## src/rtl/finish_banner_rx.sv

```systemverilog
// Watches an ASCII simulation log one byte at a time and halts once a line consisting
// exactly of "*-* All Finished *-*" (LF or CR LF terminated) is received.
module finish_banner_rx #(
  parameter int LINE_CNT_W = 16
) (
  input  logic                  clk,
  input  logic                  reset_l,
  input  logic                  in_valid,
  input  logic [7:0]            in_data,
  output logic                  in_ready,
  output logic                  done,
  output logic                  finished,
  output logic [LINE_CNT_W-1:0] line_count,
  output logic                  crlf_seen,
  output logic                  bare_cr_err
);

  typedef enum logic [2:0] {
    ST_SOL, ST_MATCH, ST_SKIP, ST_CR_M, ST_CR_S, ST_HALT
  } state_t;

  localparam logic [159:0] BANNER     = "*-* All Finished *-*";
  localparam logic [4:0]   BANNER_LEN = 5'd20;
  localparam logic [7:0]   CH_LF      = 8'h0A;
  localparam logic [7:0]   CH_CR      = 8'h0D;

  // Entries past the banner are padding so any 5-bit index stays in range.
  logic [7:0] banner_rom [32];

  generate
    for (genvar gi = 0; gi < 32; gi++) begin : g_rom
      if (gi < 20) begin : g_chr
        assign banner_rom[gi] = BANNER[(19-gi)*8 +: 8];
      end else begin : g_pad
        assign banner_rom[gi] = 8'h00;
      end
    end
  endgenerate

  state_t                state_reg, state_next;
  logic [4:0]            idx_reg, idx_next;
  logic                  done_reg, finished_reg, crlf_reg, bare_reg;
  logic [LINE_CNT_W-1:0] line_count_reg;

  logic       accept;
  logic       line_end, crlf_set, bare_set, halt_set;
  logic       run_line;
  logic [4:0] p_idx;

  // State register
  always_ff @(posedge clk or negedge reset_l) begin
    if (!reset_l) begin
      state_reg      <= ST_SOL;
      idx_reg        <= '0;
      done_reg       <= 1'b0;
      finished_reg   <= 1'b0;
      crlf_reg       <= 1'b0;
      bare_reg       <= 1'b0;
      line_count_reg <= '0;
    end else begin
      state_reg <= state_next;
      idx_reg   <= idx_next;
      done_reg  <= halt_set;
      if (halt_set) finished_reg <= 1'b1;
      if (crlf_set) crlf_reg <= 1'b1;
      if (bare_set) bare_reg <= 1'b1;
      if (line_end && (line_count_reg != '1))
        line_count_reg <= line_count_reg + LINE_CNT_W'(1);
    end
  end

  // Next-state logic; a bare CR re-runs the current byte as the first byte of a new line.
  always_comb begin
    state_next = state_reg;
    idx_next   = idx_reg;
    line_end   = 1'b0;
    crlf_set   = 1'b0;
    bare_set   = 1'b0;
    halt_set   = 1'b0;
    run_line   = 1'b0;
    p_idx      = '0;
    if (accept) begin
      case (state_reg)
        ST_SOL, ST_MATCH: begin
          run_line = 1'b1;
          p_idx    = idx_reg;
        end
        ST_SKIP: begin
          if (in_data == CH_LF) begin
            line_end   = 1'b1;
            state_next = ST_SOL;
            idx_next   = '0;
          end else if (in_data == CH_CR) begin
            state_next = ST_CR_S;
          end
        end
        ST_CR_M, ST_CR_S: begin
          line_end = 1'b1;
          idx_next = '0;
          if (in_data == CH_LF) begin
            crlf_set = 1'b1;
            if (state_reg == ST_CR_M) begin
              state_next = ST_HALT;
              halt_set   = 1'b1;
            end else begin
              state_next = ST_SOL;
            end
          end else begin
            bare_set = 1'b1;
            run_line = 1'b1;
            p_idx    = '0;
          end
        end
        default: ;
      endcase

      if (run_line) begin
        if ((p_idx < BANNER_LEN) && (in_data == banner_rom[p_idx])) begin
          state_next = ST_MATCH;
          idx_next   = p_idx + 5'd1;
        end else if (in_data == CH_LF) begin
          line_end = 1'b1;
          idx_next = '0;
          if (p_idx == BANNER_LEN) begin
            state_next = ST_HALT;
            halt_set   = 1'b1;
          end else begin
            state_next = ST_SOL;
          end
        end else if (in_data == CH_CR) begin
          state_next = (p_idx == BANNER_LEN) ? ST_CR_M : ST_CR_S;
          idx_next   = '0;
        end else begin
          state_next = ST_SKIP;
          idx_next   = '0;
        end
      end
    end
  end

  // Outputs
  always_comb begin
    in_ready    = ~finished_reg;
    accept      = in_valid & ~finished_reg;
    done        = done_reg;
    finished    = finished_reg;
    line_count  = line_count_reg;
    crlf_seen   = crlf_reg;
    bare_cr_err = bare_reg;
  end

endmodule

```

## config.mk

```make
export PLATFORM = sky130hd
export DESIGN_NAME = finish_banner_rx
export DESIGN_NICKNAME = d
export VERILOG_FILES = /design/src/rtl/finish_banner_rx.sv
export SDC_FILE = /design/constraint.sdc
export NUM_CORES = 1
export LEC_CHECK = 0
export BUFFER_PORTS_ARGS = -buffer_cell sky130_fd_sc_hd__buf_2
export CAP_MARGIN = 20
export CELL_PAD_IN_SITES_DETAIL_PLACEMENT = 1
export CELL_PAD_IN_SITES_GLOBAL_PLACEMENT = 1
export CORE_ASPECT_RATIO = 0.7
export CORE_UTILIZATION = 25
export CTS_BUF_LIST = sky130_fd_sc_hd__clkbuf_8
export DETAILED_ROUTE_END_ITERATION = 7
export PLACE_DENSITY = 0.53
export SLEW_MARGIN = 25
export SYNTH_ARGS = -nofsm -noshare
export SYNTH_HDL_FRONTEND = slang
export SYNTH_SLANG_ARGS = --single-unit
```

## constraint.sdc

```tcl
create_clock -name clk -period 2.8 [get_ports clk]
set_input_delay 0.14 -clock clk [delete_from_list [all_inputs] [get_ports clk]]
set_output_delay 0.14 -clock clk [all_outputs]
set_load 0.02 [all_outputs]
```

# [Yosys cells after proc, flatten, opt, wreduce, memory -nomap -nowiden]
# Memories as Yosys holds them, arrays and structs flattened.
# Index checks and enable logic that the tools add are counted.
[op_classes] n_addsub=2 n_lt_le_gt_ge=2 eq_ne=12 mux=40 bitwise_logic=3 reduce_logical=8
[ops] op="2-to-1 mux 3 bit" n=10
[ops] op="2-to-1 mux 5 bit" n=5
[ops] op="2-to-1 mux 1 bit" n=19
[ops] op="adder 16 x 1 -> 16 bit (second input constant)" n=1
[ops] op="== test 8 x 4 -> 1 bit (second input constant)" n=2
[ops] op="2-to-1 mux 8 bit" n=2
[ops] op="inequality test 16 bit (second input constant)" n=1
[ops] op="case mux 5 bit (2 select lines)" n=1
[ops] op="== test 8 bit" n=1
[ops] op="== test 3 x 2 -> 1 bit (second input constant)" n=2
[ops] op="greater-or-equal comparator 6 bit (second input constant)" n=1
[ops] op="inequality test 3 bit (second input constant)" n=2
[ops] op="inverter 5 -> 6 bit" n=1
[ops] op="case mux 3 bit (2 select lines)" n=1
[ops] op="adder 5 x 1 -> 5 bit (second input constant)" n=1
[ops] op="== test 5 bit (second input constant)" n=1
[ops] op="< comparator 5 bit (second input constant)" n=1
[ops] op="inequality test 4 bit (second input constant)" n=1
[ops] op="case mux 1 bit (2 select lines)" n=2
[ops] op="AND reduction 4 bit" n=1
[ops] op="OR reduction 2 bit" n=2
[ops] op="== test 3 x 1 -> 1 bit (second input constant)" n=1
[ops] op="== test 3 bit (second input constant)" n=1
[ops] op="zero test 3 bit" n=1
[ops] op="other kinds (5)" n=6
[totals] regBits=28 romBits=256 in_bits=11 output_inout_bits=21 wordCells=75 mem_count=1
[memory_table] memory="(name not given)" words=32 word_bits=8 rd=1 rd_ports_with_merged_regs=0 wr=0 line="118" text="if ((p_idx < BANNER_LEN) && (in_data == banner_rom[p_idx])) begin"

# [Logic depth before layout (Yosys ltp)]
# Gate-level depths: netlist of the first run.
[depth] word_depth=14 ltp_mapped=13 mapped_depth_nobuf=12

# [Worst setup path before layout of the first run]
# Ideal clock, no wire load.
[synth_timing] path_kind="reg2reg" startpoint="reg state_reg[1]" endpoint="reg idx_reg[0]" setup_ns=0.096 t_arrival_ns=2.343 required_time_ns=2.704 path_slack_ns=0.361 stages_incl_launch_ff=12 path_buffers=1 synth_period_minus_slack_ns=2.439 cell_sequence="dfrtp_1 buf_6 nor2_2 nand2_1 ha_1 nor3b_1 o21ai_0 a31oi_1 xnor2_1 nor3_4 nand3_2 o31ai_1"
[synth_via] elab_chain_cells=12 elab_cells_between_ends=25 classes_between="add/sub (1); order compare (1); eq/ne (6); mux (9); bitwise (1); reduce/logical (6); memory (1)"
[synth_lines] item="start, declared" line="40" text="state_t state_reg, state_next;"
[synth_lines] item="start signal, assigned" line="61" text="state_reg <= state_next;"
[synth_lines] item="== test 3 x 1 -> 1 bit or zero test 3 bit (tied branches)" line="83" text="case (state_reg)"
[synth_lines] item="OR reduction 2 bit" line="83"
[synth_lines] item="2-to-1 mux 5 bit"
[synth_lines] item="2-to-1 mux 5 bit" line="82" text="if (accept) begin"
[synth_lines] item="inverter 5 -> 6 bit (not written as such)" line="118"
[synth_lines] item="memory read (32 x 8 bit)"
[synth_lines] item="2-to-1 mux 8 bit (not written as such) (2 in a row)" line="118"
[synth_lines] item="== test 8 bit" line="118"
[synth_lines] item="logical AND 1 bit" line="118"
[synth_lines] item="2-to-1 mux 5 bit" line="118"
[synth_lines] item="2-to-1 mux 5 bit" line="117" text="if (run_line) begin"
[synth_lines] item="end signal, assigned" line="62" text="idx_reg <= idx_next;"
[synth_lines] item="end, declared" line="41" text="logic [4:0] idx_reg, idx_next;"
# Several ways; a longest one is shown, not always the timed one. The select of a mux whose other input is x is not followed.
# A chain may end at the register's enable or synchronous reset.

# [Final worst setup path of the first run]
# Ends and elaborated chain as after synthesis.

==> impl_results.md, run 1 <==
- Status: complete, no violations
- Clk pin slew, worst setup/hold paths: 0.10 ns
- CTS tree: built
- ANT cells: 0
- R2R setup slack: 0.20 ns
- Largest net degree at the start of global routing: 29
- Share of cells above drive strength 1: 0.244
- Die height: 76.8 um
- First-pass GRT wire length: 9.12 mm
- DRT iter0 DRCs: 99
- Area Overhead vs Synth: 17.2%
- Clock buffer depth: 2
- Residual DRC: 0
- Most frequent cells in the layout: buf_2 (31), dfrtp_1 (28), nand2_1 (20)
- H-tree depth: 1
- Highest net fanout along the worst path: 7
- Antenna violations before repair: 0
- CP Depth: 10
- Period utilization: 0.927
- Worst reg2reg endpoint: idx_reg[0]$_DFFE_PN0P_
- Hpwl dp: 4.13 mm
- Later-pin clock latency in the skew report: 0.27 ns
- CP Capture Type: flop
- Cells after Synth: 215
- Total GRT Usage: 0.139
- Input/output buffers: 31
- WL per Instance: 15.9 um
- Final hold vios: 0
- Slew margin rel.: 0.528
- Fill count: 891
- Critical path type: reg -> reg
- Hold crit path type: in -> reg
- Hold EP: done$_DFF_PN0_
- Hold depth: 3
- Finished Cell Area: 2340 um2
- Remaining Overflow, GRT: 0
- Cell depth of the worst flop-to-flop path: 10
- Fin crit period: 2.60 ns
- Vias per cell: 5.02
- Starting Density: 0.266
- Max Slew Vio Count: 0
- Hold path startpoint: in_valid
- Fin Clk Skew: 0.00146 ns
- Num CTS Buffers: 3
- Number of flip-flops in the largest register: 16
- CP Launch Type: flop
- Maximum vdd ir drop: 0.343 mV
- Setup TNS: 0 ns
- CP delay by family, top: compound AO/OA/AOI/OAI gates
- Synthesized area: 2000 um2
- Power Dens Cells: 609 nW/um2
- Vias in the first global route: 1724
- Required @ worst endpoint: 2.98 ns
- Fmax: 385 MHz
- Final setup fails: 0
- Seq/Total Area, Yosys: 0.351
- Area after DPL: 2240 um2
- Rows: 26
- Top Ports: 32
- Reg-to-reg startpoint: state_reg[1]$_DFFE_PN0P_
- Final-stage net count: 264
- Post-route ant nets: 0
- Routed vias: 1726
- Full die area: 8360 um2
- Least-Margin Pin Slew: 0.701 ns
- Final WL: 5.48 mm
- Post-synth EDFFs: 0
- Pre-antenna DRT Iters: 4
- Clock root buffer master: clkbuf_8
- Core Box Area: 7510 um2
- Async SR Flop Fraction: 1.00
- Ys Warns: 0
- Synth Flop Type: dfrtp_1
- Synth cell types: 62
- GPL Wtd Cong: 0.755
- Largest stage delay, worst path: 0.40 ns
- Die Width: 109 um
- Syn nets: 232
- Max-cap violations: 0
- Post-synthesis register bit count: 28
- WP buf/inv: 0
- Most common cell after layout, fill and taps aside: buf_2
- Syn Area/Cell: 9.29 um2
- Lkg Pwr: 0.000986 uW
- Worst path cell trace: nor2_2, nand2_1, ha_1, nor4b_2, o21bai_1, a221oi_2, xnor2_1, a21oi_4, nand3_2, o31ai_1
- Slowest CP cell: dfrtp_1
- Clock sinks: 28
- Worst path arrival time: 2.78 ns
[layer usage]
layer / part of all wire / wire length, um / GRT usage
met1: 0.56 / 3060 / 0.218
met2: 0.41 / 2220 / 0.198
met3: 0.030 / 162 / 0.0255
met4: 0.0066 / 36 / 0.0162
met5: 0 / 0 / 0
[cells by family after synthesis]
family                     Yosys count  synth area share
muxes                                1           0.00501
DFF                                 28             0.351
and+or+nand+nor                     93             0.282
adders and majority gates            6            0.0376
buffers and inverters               18            0.0488
xor gates and xnor gates            20            0.0877
AOI/OAI and AO/OA                   49             0.188
[metrics by stage]
| step | setup slack, ns | instances | hold WS [ns] | power (uW) | utilization |
|---|---|---|---|---|---|
| floorplan | 0.361 | 215 | -0.156 | 940 | - |
| global placement | 0.0827 | 338 | 0.230 | 1120 | 0.298 |
| detailed placement | 0.107 | 338 | 0.223 | 1110 | 0.298 |
| CTS | 0.0859 | 343 | 0.130 | 1440 | 0.309 |
| global route | -0.0535 | 344 | 0.136 | 1530 | 0.312 |
| finish | 0.204 | 344 | 0.141 | 1430 | 0.312 |
[cells in the mapped netlist, types with 3 or more instances]
cell,count,area share
a21oi_1,4,0.010
o21ai_1,6,0.015
o31ai_1,4,0.015
ha_1,6,0.038
xnor2_1,16,0.070
nor4_1,3,0.0094
nand3_1,14,0.035
and3_1,7,0.022
nor3b_1,3,0.011
nand4_1,7,0.022
o21ai_0,6,0.015
xor2_1,4,0.018
buf_2,6,0.015
nand2b_1,3,0.0094
nor2_1,7,0.013
nor3_1,5,0.013
dfrtp_1,28,0.35
a31oi_1,5,0.016
nand2_1,20,0.038
and2_1,3,0.0094
inv_1,6,0.011
[area by class of cell]
| class | count | area [um2] | area share |
|---|---|---|---|
| timing repair buffer | 38 | 210 | 0.0897 |
| clock inverter | 1 | 30.0 | 0.0128 |
| multi-input combinational | 169 | 1210 | 0.517 |
| inverter | 7 | 26.3 | 0.0112 |
| sequential | 28 | 701 | 0.299 |
| clock buffer | 3 | 41.3 | 0.0176 |
| tap | 98 | 123 | 0.0524 |
[report_power, final]
group | internal [uW] | total (uW) | switching [uW]
Clock | 191 | 323 | 132
Combinational | 200 | 585 | 385
Sequential | 457 | 519 | 61.9
[worst max-delay path by stage]
stage,start,to,slack [ns]
after CTS,state_reg[1]$_DFFE_PN0P_,idx_reg[0]$_DFFE_PN0P_,0.09
final,state_reg[1]$_DFFE_PN0P_,idx_reg[0]$_DFFE_PN0P_,0.20
after global placement,state_reg[1]$_DFFE_PN0P_,idx_reg[0]$_DFFE_PN0P_,0.08
after detailed placement,state_reg[1]$_DFFE_PN0P_,idx_reg[0]$_DFFE_PN0P_,0.11
after global routing,state_reg[1]$_DFFE_PN0P_,idx_reg[0]$_DFFE_PN0P_,-0.05
after floorplan,state_reg[1]$_DFFE_PN0P_,idx_reg[0]$_DFFE_PN0P_,0.36
[worst reg2reg max path: stages, from the launching register on]
cell and delay [ns]:
dfrtp_1 0.40, nor2_2 0.18, nand2_1 0.12, ha_1 0.33
nor4b_2 0.35, o21bai_1 0.14, a221oi_2 0.25, xnor2_1 0.15
a21oi_4 0.21, nand3_2 0.13, o31ai_1 0.24
[repair_timing]
action,4_1_cts,5_1_grt
setup buffers,0,1
endpoints found under the hold margin,28,0
resized for setup,0,2
hold buffers,1,0
endpoints found under the setup margin,0,8
(Power assumes the default switching activity.)
==> run 2, diff against run 1 <==
Settings changed: CORE_MARGIN set to 4.
==> impl_results.md, run 2 (synthesized netlist as in run 1, its figures left out) <==
- Finished Cell Area: 2320 um2
- Multi-input gate area in the final layout: 1200 um2
- Fin crit period: 2.63 ns
- Final cell count without fillers: 345
- Hpwl dp: 4.36 mm
- Clock buffer depth: 2
- Max Slew Vio Count: 0
- Worst Slack Setup Final: 0.171 ns
- Dpl ws: 0.114 ns
- Required @ worst endpoint: 2.99 ns
- Worst reg2reg endpoint: idx_reg[2]$_DFFE_PN0P_
- First-pass GRT wire length: 9.51 mm
- Input/output buffers: 31
- Area Overhead vs Synth: 15.9%
- WL per Instance: 16.4 um
- Clock root buffer master: clkbuf_8
- H-tree depth: 1
- Worst path arrival time: 2.81 ns
- Vias in the first global route: 1829
- Period utilization: 0.939
- Placed cells: 340
- Worst path cell trace: nor2_2, nand2_1, ha_1, nor3b_1, o21ai_0, a31oi_1, xnor2_1, nor3_4, nand3_2, o31ai_1
- R2R setup slack: 0.17 ns
- Max-cap violations: 0
- Later-pin clock latency in the skew report: 0.27 ns
- Full die area: 9510 um2
- Area after DPL: 2260 um2
- Post-route ant nets: 0
- CTS tree: built
- CP Launch Type: flop
- Starting Density: 0.266
- Final WL: 5.65 mm
- Reg-to-reg startpoint: state_reg[1]$_DFFE_PN0P_
- Most frequent cells in the layout: buf_2 (31), dfrtp_1 (28), nand2_1 (20)
- Cell depth of the worst flop-to-flop path: 10
- Most common cell after layout, fill and taps aside: buf_2
- Antenna violations before repair: 0
- Pre-antenna DRT Iters: 4
- Clock sinks: 28
- Final-stage net count: 266
- Fin Clk Skew: 0.00330 ns
- Met3 Usage GRT: 0.0218
- Core Box Area: 7510 um2
- Remaining Overflow, GRT: 0
- Largest net degree at the start of global routing: 29
- Status: complete, no violations
- DRT iter0 DRCs: 53
- Die height: 82.8 um
- Routed vias: 1765
- Total power: 1320 uW
- Vias per cell: 5.12
- Number of flip-flops in the largest register: 16
- Maximum vdd ir drop: 0.293 mV
- Post-CTS resize count: 0
- Capture point of the critical path: idx_reg[2]$_DFFE_PN0P_
- Slowest CP cell: dfrtp_1
- Hold crit path type: in -> reg
- Critical path startpoint: state_reg[1]$_DFFE_PN0P_
- Final setup fails: 0
- Die Width: 115 um
- GR Layer Usage met1: 0.185
- Least-Margin Pin Slew: 0.715 ns
- Final hold vios: 0
- Residual DRC: 0
- Grt met2 use: 0.180
- Num CTS Buffers: 3
- Top Ports: 32
- Fill count: 882
- ANT cells: 0
- Storage cell area: 701 um2
- Highest net fanout along the worst path: 5
- Slew margin rel.: 0.520
- Share of cells above drive strength 1: 0.239
- Rows: 26
- GPL Wtd Cong: 0.797
- Power Dens Cells: 570 nW/um2
- Clk pin slew, worst setup/hold paths: 0.10 ns
- Total GRT Usage: 0.120
- GR peak layer: met1
- Fmax: 380 MHz
- CP Capture Type: flop
- Critical path type: reg -> reg
- Largest stage delay, worst path: 0.40 ns
- Lkg Pwr: 0.000978 uW
==> run 2: cell types whose count changed in the layout (fill, tap and decap cells not counted) <==
cell       delta
buf_4         +2
bufinv_16     -1
nor3b_1       +1
nor3b_2       -1
nor4b_1       +1
nor4b_2       -1
==> run 2: worst max-delay path, delay by kind of cell (launching register included) <==
family | cells | cell delay (ns)
AOI/OAI and AO/OA | 3 | 0.65
adders and majority gates | 1 | 0.37
and+or+nand+nor | 5 | 0.96
xor gates and xnor gates | 1 | 0.17
DFF | 1 | 0.40
==> run 2: stage by stage <==
| step | hold slack [ns] | setup TNS (ns) | utilization |
|---|---|---|---|
| 3_5_place_dp | 0.224 | 0 | 0.300 |
| 5_1_grt | 0.166 | -0.000352 | 0.308 |
| 6_report | 0.143 | 0 | 0.308 |
| 2_1_floorplan | -0.156 | 0 | - |
| 4_1_cts | 0.134 | 0 | 0.307 |
| 3_3_place_gp | 0.226 | 0 | 0.300 |
==> run 2: final cells by class <==
class                           count  share of cell area
Multi-Input combinational cell    169               0.518
Sequential cell                    28               0.303
Timing Repair Buffer               40              0.0972
Tap cell                           98              0.0529
Clock buffer                        3              0.0178
Inverter                            7              0.0113
==> run 2: worst min-delay path by stage <==
stage	from	end	slack (ns)	cells after the start
CTS	in_valid	done$_DFF_PN0_	0.13	3
floorplan	reset_l	bare_cr_err$_DFFE_PN0P_	-0.16	0
global placement	reset_l	crlf_seen$_DFFE_PN0P_	0.23	1
finish	in_valid	done$_DFF_PN0_	0.14	3
detailed placement	reset_l	crlf_seen$_DFFE_PN0P_	0.22	1
global route	in_valid	done$_DFF_PN0_	0.17	3
==> run 2: timing repair <==
action,CTS,global route
hold buffers,1,0
setup buffers,0,1
endpoints found under the setup margin,0,6
endpoints found under the hold margin,28,0
==> run 2: power by group <==
part / switching (uW) / internal, uW / total [uW]
Combinational: 388 / 190 / 578
Clock: 127 / 96.7 / 224
Sequential: 60.0 / 457 / 517
Total: 575 / 744 / 1320
==> run 2: layer usage <==
layer,vias up,share of wire
met5,-,0
met4,0,0.0035
met3,2,0.026
met2,22,0.42
met1,884,0.55
li1,857,-
